### src/rtl/prog_loader.sv
// Boot-time program loader: assembles a COUNT/(HI,LO)*/CHK byte frame into 16-bit
// words, writes them to RAM from address 0 and releases the CPU core once the checksum matches.
module prog_loader #(
   parameter int unsigned TIMEOUT = 1024
) (
   input  logic        clk,
   input  logic        rst,
   input  logic [7:0]  byte_data,
   input  logic        byte_valid,
   output logic        byte_ready,
   input  logic        load_req,
   output logic        mem_we,
   output logic [7:0]  mem_addr,
   output logic [15:0] mem_data,
   output logic        cpu_rst,
   output logic        done,
   output logic [1:0]  err
);

   typedef enum logic [2:0] {
      S_IDLE,
      S_HI,
      S_LO,
      S_WRITE,
      S_CHK,
      S_DONE,
      S_ERR
   } state_t;

   localparam logic [15:0] TMO_LAST = 16'(TIMEOUT - 1);

   state_t      state;
   logic [7:0]  total;
   logic [7:0]  idx;
   logic [7:0]  csum;
   logic [15:0] tmo_cnt;
   logic        accept;
   logic        tmo_hit;

   assign accept  = byte_valid && byte_ready;
   assign tmo_hit = (tmo_cnt == TMO_LAST);

   always_ff @(posedge clk) begin
      if (rst) begin
         state      <= S_IDLE;
         byte_ready <= 1'b1;
         mem_we     <= 1'b0;
         mem_addr   <= '0;
         mem_data   <= '0;
         cpu_rst    <= 1'b1;
         done       <= 1'b0;
         err        <= 2'd0;
         total      <= '0;
         idx        <= '0;
         csum       <= '0;
         tmo_cnt    <= '0;
      end else begin
         mem_we <= 1'b0;
         case (state)
            S_IDLE: begin
               if (accept) begin
                  total   <= byte_data;
                  csum    <= byte_data;
                  idx     <= '0;
                  tmo_cnt <= '0;
                  state   <= S_HI;
               end
            end

            // An accepted byte takes priority over the counter reaching its limit.
            S_HI: begin
               if (accept) begin
                  mem_data[15:8] <= byte_data;
                  csum           <= csum + byte_data;
                  tmo_cnt        <= '0;
                  state          <= S_LO;
               end else if (tmo_hit) begin
                  err        <= 2'd1;
                  byte_ready <= 1'b0;
                  state      <= S_ERR;
               end else begin
                  tmo_cnt <= tmo_cnt + 16'd1;
               end
            end

            S_LO: begin
               if (accept) begin
                  mem_data[7:0] <= byte_data;
                  csum          <= csum + byte_data;
                  tmo_cnt       <= '0;
                  mem_we        <= 1'b1;
                  mem_addr      <= idx;
                  byte_ready    <= 1'b0;
                  state         <= S_WRITE;
               end else if (tmo_hit) begin
                  err        <= 2'd1;
                  byte_ready <= 1'b0;
                  state      <= S_ERR;
               end else begin
                  tmo_cnt <= tmo_cnt + 16'd1;
               end
            end

            // total-1 wraps to 255 when COUNT=0, giving the 256-word image.
            S_WRITE: begin
               idx        <= idx + 8'd1;
               tmo_cnt    <= '0;
               byte_ready <= 1'b1;
               state      <= (idx == total - 8'd1) ? S_CHK : S_HI;
            end

            S_CHK: begin
               if (accept) begin
                  byte_ready <= 1'b0;
                  tmo_cnt    <= '0;
                  if (byte_data == csum) begin
                     done    <= 1'b1;
                     cpu_rst <= 1'b0;
                     state   <= S_DONE;
                  end else begin
                     err   <= 2'd2;
                     state <= S_ERR;
                  end
               end else if (tmo_hit) begin
                  err        <= 2'd1;
                  byte_ready <= 1'b0;
                  state      <= S_ERR;
               end else begin
                  tmo_cnt <= tmo_cnt + 16'd1;
               end
            end

            S_DONE, S_ERR: begin
               if (load_req) begin
                  byte_ready <= 1'b1;
                  cpu_rst    <= 1'b1;
                  done       <= 1'b0;
                  err        <= 2'd0;
                  idx        <= '0;
                  csum       <= '0;
                  tmo_cnt    <= '0;
                  state      <= S_IDLE;
               end
            end

            default: begin
               byte_ready <= 1'b1;
               cpu_rst    <= 1'b1;
               done       <= 1'b0;
               state      <= S_IDLE;
            end
         endcase
      end
   end

endmodule

### config.mk
export PLATFORM = sky130hd
export DESIGN_NAME = prog_loader
export DESIGN_NICKNAME = d
export VERILOG_FILES = /design/src/rtl/prog_loader.sv
export SDC_FILE = /design/constraint.sdc
export NUM_CORES = 1
export LEC_CHECK = 0
export CELL_PAD_IN_SITES_DETAIL_PLACEMENT = 0
export CELL_PAD_IN_SITES_GLOBAL_PLACEMENT = 2
export CORE_ASPECT_RATIO = 0.5
export CORE_MARGIN = 2
export CORE_UTILIZATION = 34
export CTS_CLUSTER_SIZE = 30
export DETAILED_ROUTE_END_ITERATION = 7
export PLACE_DENSITY = 0.79
export SLEW_MARGIN = 20
export SYNTH_ARGS = -nofsm -noshare
export SYNTH_HDL_FRONTEND = slang
export SYNTH_SLANG_ARGS = --single-unit
### constraint.sdc
create_clock -name clk -period 2.8 [get_ports clk]
set_clock_uncertainty 0.2 [all_clocks]
set_input_delay 0.7 -clock clk [delete_from_list [all_inputs] [get_ports clk]]
set_output_delay 0.7 -clock clk [all_outputs]
set_load 0.05 [all_outputs]
==> impl.org <==
** Run status
- The run finished with clean final reports.

** Floorplanning
- The floorplan step defined a die boundary enclosing 12,300 µm².
- Number of placement rows :: 27
- Initial Utilization :: 35.1%
- Chip Width :: 155 µm
- The die is 79.5 µm tall.
- Io pins :: 42
- The total area inside the core boundary comes to 11,000 µm².

** Placement
- Placed inst area :: 4750 µm²
- The wire-length estimate of the detail-placed layout is 7.32 mm.
- At the end of routability-driven placement, the weighted congestion stood at 0.819.
- Setup slack after placement :: -418 ps
- Port Buffers :: 41

** Logic synthesis
- Multiplexer share of the synthesized area :: 6.20%
- For this run, the number of Yosys warnings is 0.
- Yosys mapped a number of flops with a built-in enable equal to 0.
- In this run the cell area of the synthesized design comes to 3880 µm².
- The number of nets in the synthesized netlist is 489.
- Post-synth top flop :: sky130_fd_sc_hd__dfxtp_1
- For this run, the register share of the synthesized area comes to 37.7%.
- In this run, synthesis produced a sequential element count of 73.
- By area, the combinational part of the netlist is dominated by simple AND/OR/NAND/NOR gates.
- Each instance of the synthesized netlist takes up on average 8.32 µm².
- Synthesized netlist cell count :: 466
- Adder and majority cell fraction of the synthesized area :: 4.00%
- Summing the areas of all and, or, nand and nor instances in the mapped netlist gives 23.6% of the synthesized area.
- Compound-cell area share of the yosys netlist :: 18.5%
- Of all flip-flops after synthesis, the portion carrying an async set or reset was 0%.
- Summing the areas of all xor and xnor instances in the mapped netlist gives 5.39% of the synthesized area.
- In this run, distinct cell masters in the synthesized netlist total 62.

** Timing
- Number of slew-limit violations in the final report :: 0
- RSZ-0062 raised after global routing :: no
- The worst pin sits at a relative slew slack of 57.8%.
- In the finished design, the share of the clock period the worst path needs comes to 96.7%.
- Across all setup checks in the final design, the least slack found is 93.6 ps.
- For the finished layout, the period the worst path requires is 2710 ps.
- Fmax achieved :: 0.369 GHz
- At the pin with the least slew margin, the transition time is 632 ps.
- # setup viols final :: 0
- Fin. Hold Viols :: 0

** Clock network
- The root buffer cell chosen for the clock tree is sky130_fd_sc_hd__clkbuf_16.
- Number of sinks handled by clock tree synthesis :: 73
- Number of buffers inserted during clock tree synthesis :: 9
- Maximum buffer depth of the clock tree :: 2
- TritonCTS clock tree :: built
- Hold_buf cts :: 0
- CTS built an H-tree with a depth of 3.
- Clock-pin slew was measured on the worst setup and hold paths at 60 ps.
- The later pin in the worst-skew pair is clocked with a latency of 340 ps.
- Number of post-CTS setup repair buffers :: 0

** Critical path
- Worst setup path endpoint :: err[0]
- For flop-to-flop paths, the worst setup slack is 290 ps.
- Data on the critical path arrives at its endpoint at 2780 ps.
- Required arrival time at the worst endpoint :: 2880 ps
- Setup Crit Path Kind :: in2reg
- Critical path launch point type :: input port
- Critical Path End Type :: flop
- Critical path peak fanout :: 4
- The worst register-to-register path ends at state[0].
- Number of cells on the worst reg-to-reg path :: 6
- The startpoint identified for the worst register-to-register timing path is total[0].
- Tracing the worst setup path back leads to its startpoint at byte_data[3].

** Global route
- Wire length of the first global-routing pass :: 17.5 mm
- Pin count of the biggest net entering global routing :: 58
- The via count of the first global-routing pass came to 3,444.
- Global routing used 17.9% of the available tracks.
- The number of antenna violations at the first check in global routing came to 0.
- The total overflow left after global routing is 0.

** Power and ir drop
- Power spread over the standard cell area amounts to 587 nW/µm².
- Across the VDD grid, the largest voltage drop is 0.000272 V.
- Share of total power consumed by net switching :: 28.4%
- Part of the total power dissipated in combinational logic :: 21.1%
- Sequential fraction of design power :: 37.3%
- Clock group share of total power :: 41.6%
- Static leakage :: 2.04 nW
- Internal power comes to 2.15 mW.
- Summed over all nets, the switching power comes to 0.851 mW.

** Route
- After detailed routing, the total wire length is 10.2 mm.
- Remaining routing DRC violations :: 0
- Routed via count :: 3,536
- The detail route stage leaves a number of antenna-violating nets equal to 0.
- Vias per inst :: 5.09
- Dividing the detail-routed wire length by the instance count gives 14.6 µm.
- In this run, the number of DRC markers left after iteration 0 of detailed routing was 170.
- TritonRoute pass-1 iters :: 4

** Final layout
- In the final design database the tool counted 568 nets.
- Share of layout cells above drive strength 1 :: 16.2%
- Final instance area :: 5110 µm²
- Counting the fill cells in the layout gives 1,093.
- The repair_antennas step left the layout with diodes totalling 0.
- The sequential cells in the finished layout cover a total of 1460 µm².
- Most frequent cells in the layout :: sky130_fd_sc_hd__dfxtp_1 (73), sky130_fd_sc_hd__nor2_1 (62), sky130_fd_sc_hd__buf_4 (55)
- The area growth from synthesis to layout is 31.8%.
- Summing all multi-input logic gate instances after layout gives 2270 µm².
- Most common library cell in the layout ignoring fill and taps :: sky130_fd_sc_hd__dfxtp_1
- Measured on the finished design, the core utilization comes to 46.3%.

** Worst hold path
- Worst Hold Path Cells :: 2
- Tightest Hold Check Type :: reg2reg

** Run
- Max Cap Violations :: 0
## worst max-delay path, cell delays in order
cell	delay [ps]
sky130_fd_sc_hd__clkdlybuf4s50_1	440
sky130_fd_sc_hd__ha_1	350
sky130_fd_sc_hd__buf_4	160
sky130_fd_sc_hd__nor3_1	260
sky130_fd_sc_hd__buf_4	170
sky130_fd_sc_hd__nand4_1	160
sky130_fd_sc_hd__o2111a_1	220
sky130_fd_sc_hd__a41o_1	240
sky130_fd_sc_hd__nor2_1	90
## power by group through the flow
| stage | Combinational (mW) | Sequential, mW | Clock [mW] |
|---|---|---|---|
| floorplan | 0.367 | 1.17 | 0 |
| global route | 0.705 | 1.12 | 1.35 |
| finish | 0.634 | 1.12 | 1.25 |
| global placement | 0.625 | 1.14 | 0 |
| detailed placement | 0.621 | 1.14 | 0 |
| CTS | 0.631 | 1.12 | 1.29 |
## repair_timing
action,CTS,global route
pin swaps,0,5
gates resized for setup,3,8
endpoints found under the setup margin,1,4
## worst min path at each step
stage                from         end
2_1_floorplan  tmo_cnt[5]  tmo_cnt[5]
3_3_place_gp     total[7]    total[7]
3_5_place_dp     total[7]    total[7]
4_1_cts          total[7]    total[7]
5_1_grt          total[7]    total[7]
6_report       tmo_cnt[5]  tmo_cnt[5]
## stage by stage
step                hold slack, ps  power, mW  setup TNS, ps  std cells
floorplan                      248       1.54              0        466
global placement               260       1.76          -3260        679
detailed placement             271       1.76          -3480        679
CTS                            280       3.04              0        695
global route                   299       3.18              0        695
finish                         274       3.00              0        695
## logic make-up (layout without fill, tap and decap cells)
| group | count (synthesis) | in the layout |
|---|---|---|
| muxes | 24 | 24 |
| xor gates and xnor gates | 23 | 23 |
| buffers and inverters | 42 | 126 |
| and+or+nand+nor | 182 | 182 |
| adders and majority gates | 12 | 12 |
| DFF | 73 | 73 |
| AOI/OAI and AO/OA | 110 | 110 |
## flip-flops by register name, indices dropped and copies added (netlist names)
name and flops:
byte_ready 1, cpu_rst 1, csum 8, done 1, err 2, idx 8, mem_addr 8, mem_data 16
mem_we 1, state 3, tmo_cnt 16, total 8
## layout make-up
cell class,instances,area share [%]
clock buffer,9,4.41
clock inverter,7,1.84
inverter,14,1.03
multi-input combinational,351,44.5
sequential,73,28.6
tap,145,3.55
timing repair buffer,96,16.1
## cells in the mapped netlist (3+ instances only)
cell	number	share of area [%]
sky130_fd_sc_hd__a211oi_1	9	1.7
sky130_fd_sc_hd__a21oi_1	37	4.8
sky130_fd_sc_hd__a221o_1	3	0.77
sky130_fd_sc_hd__a22oi_1	3	0.58
sky130_fd_sc_hd__a311oi_1	3	0.68
sky130_fd_sc_hd__and2_1	3	0.48
sky130_fd_sc_hd__and3_1	6	0.97
sky130_fd_sc_hd__buf_2	12	1.5
sky130_fd_sc_hd__clkbuf_1	15	1.5
sky130_fd_sc_hd__dfxtp_1	73	38
sky130_fd_sc_hd__ha_1	10	3.2
sky130_fd_sc_hd__inv_1	14	1.4
sky130_fd_sc_hd__mux2i_1	24	6.2
sky130_fd_sc_hd__nand2_1	43	4.2
sky130_fd_sc_hd__nand2b_1	5	0.81
sky130_fd_sc_hd__nand3_1	9	1.2
sky130_fd_sc_hd__nand4_1	10	1.6
sky130_fd_sc_hd__nor2_1	62	6.0
sky130_fd_sc_hd__nor2b_1	4	0.65
sky130_fd_sc_hd__nor3_1	4	0.52
sky130_fd_sc_hd__nor3b_1	4	0.77
sky130_fd_sc_hd__nor4_1	5	0.81
sky130_fd_sc_hd__o211ai_1	3	0.58
sky130_fd_sc_hd__o21ai_0	22	2.8
sky130_fd_sc_hd__or3_1	13	2.1
sky130_fd_sc_hd__or4_1	3	0.58
sky130_fd_sc_hd__xnor2_1	10	2.3
sky130_fd_sc_hd__xor2_1	12	2.7
## routing by layer
| metal | up-vias | share of wire, % | GRT usage [%] |
|---|---|---|---|
| met5 | - | 0 | 0 |
| met4 | 0 | 0.71 | 5.00 |
| met3 | 7 | 3.9 | 5.32 |
| met2 | 46 | 43 | 27.7 |
| met1 | 1640 | 53 | 24.3 |
| li1 | 1843 | - | - |
No activity file was read; power rests on OpenSTA's default activity.
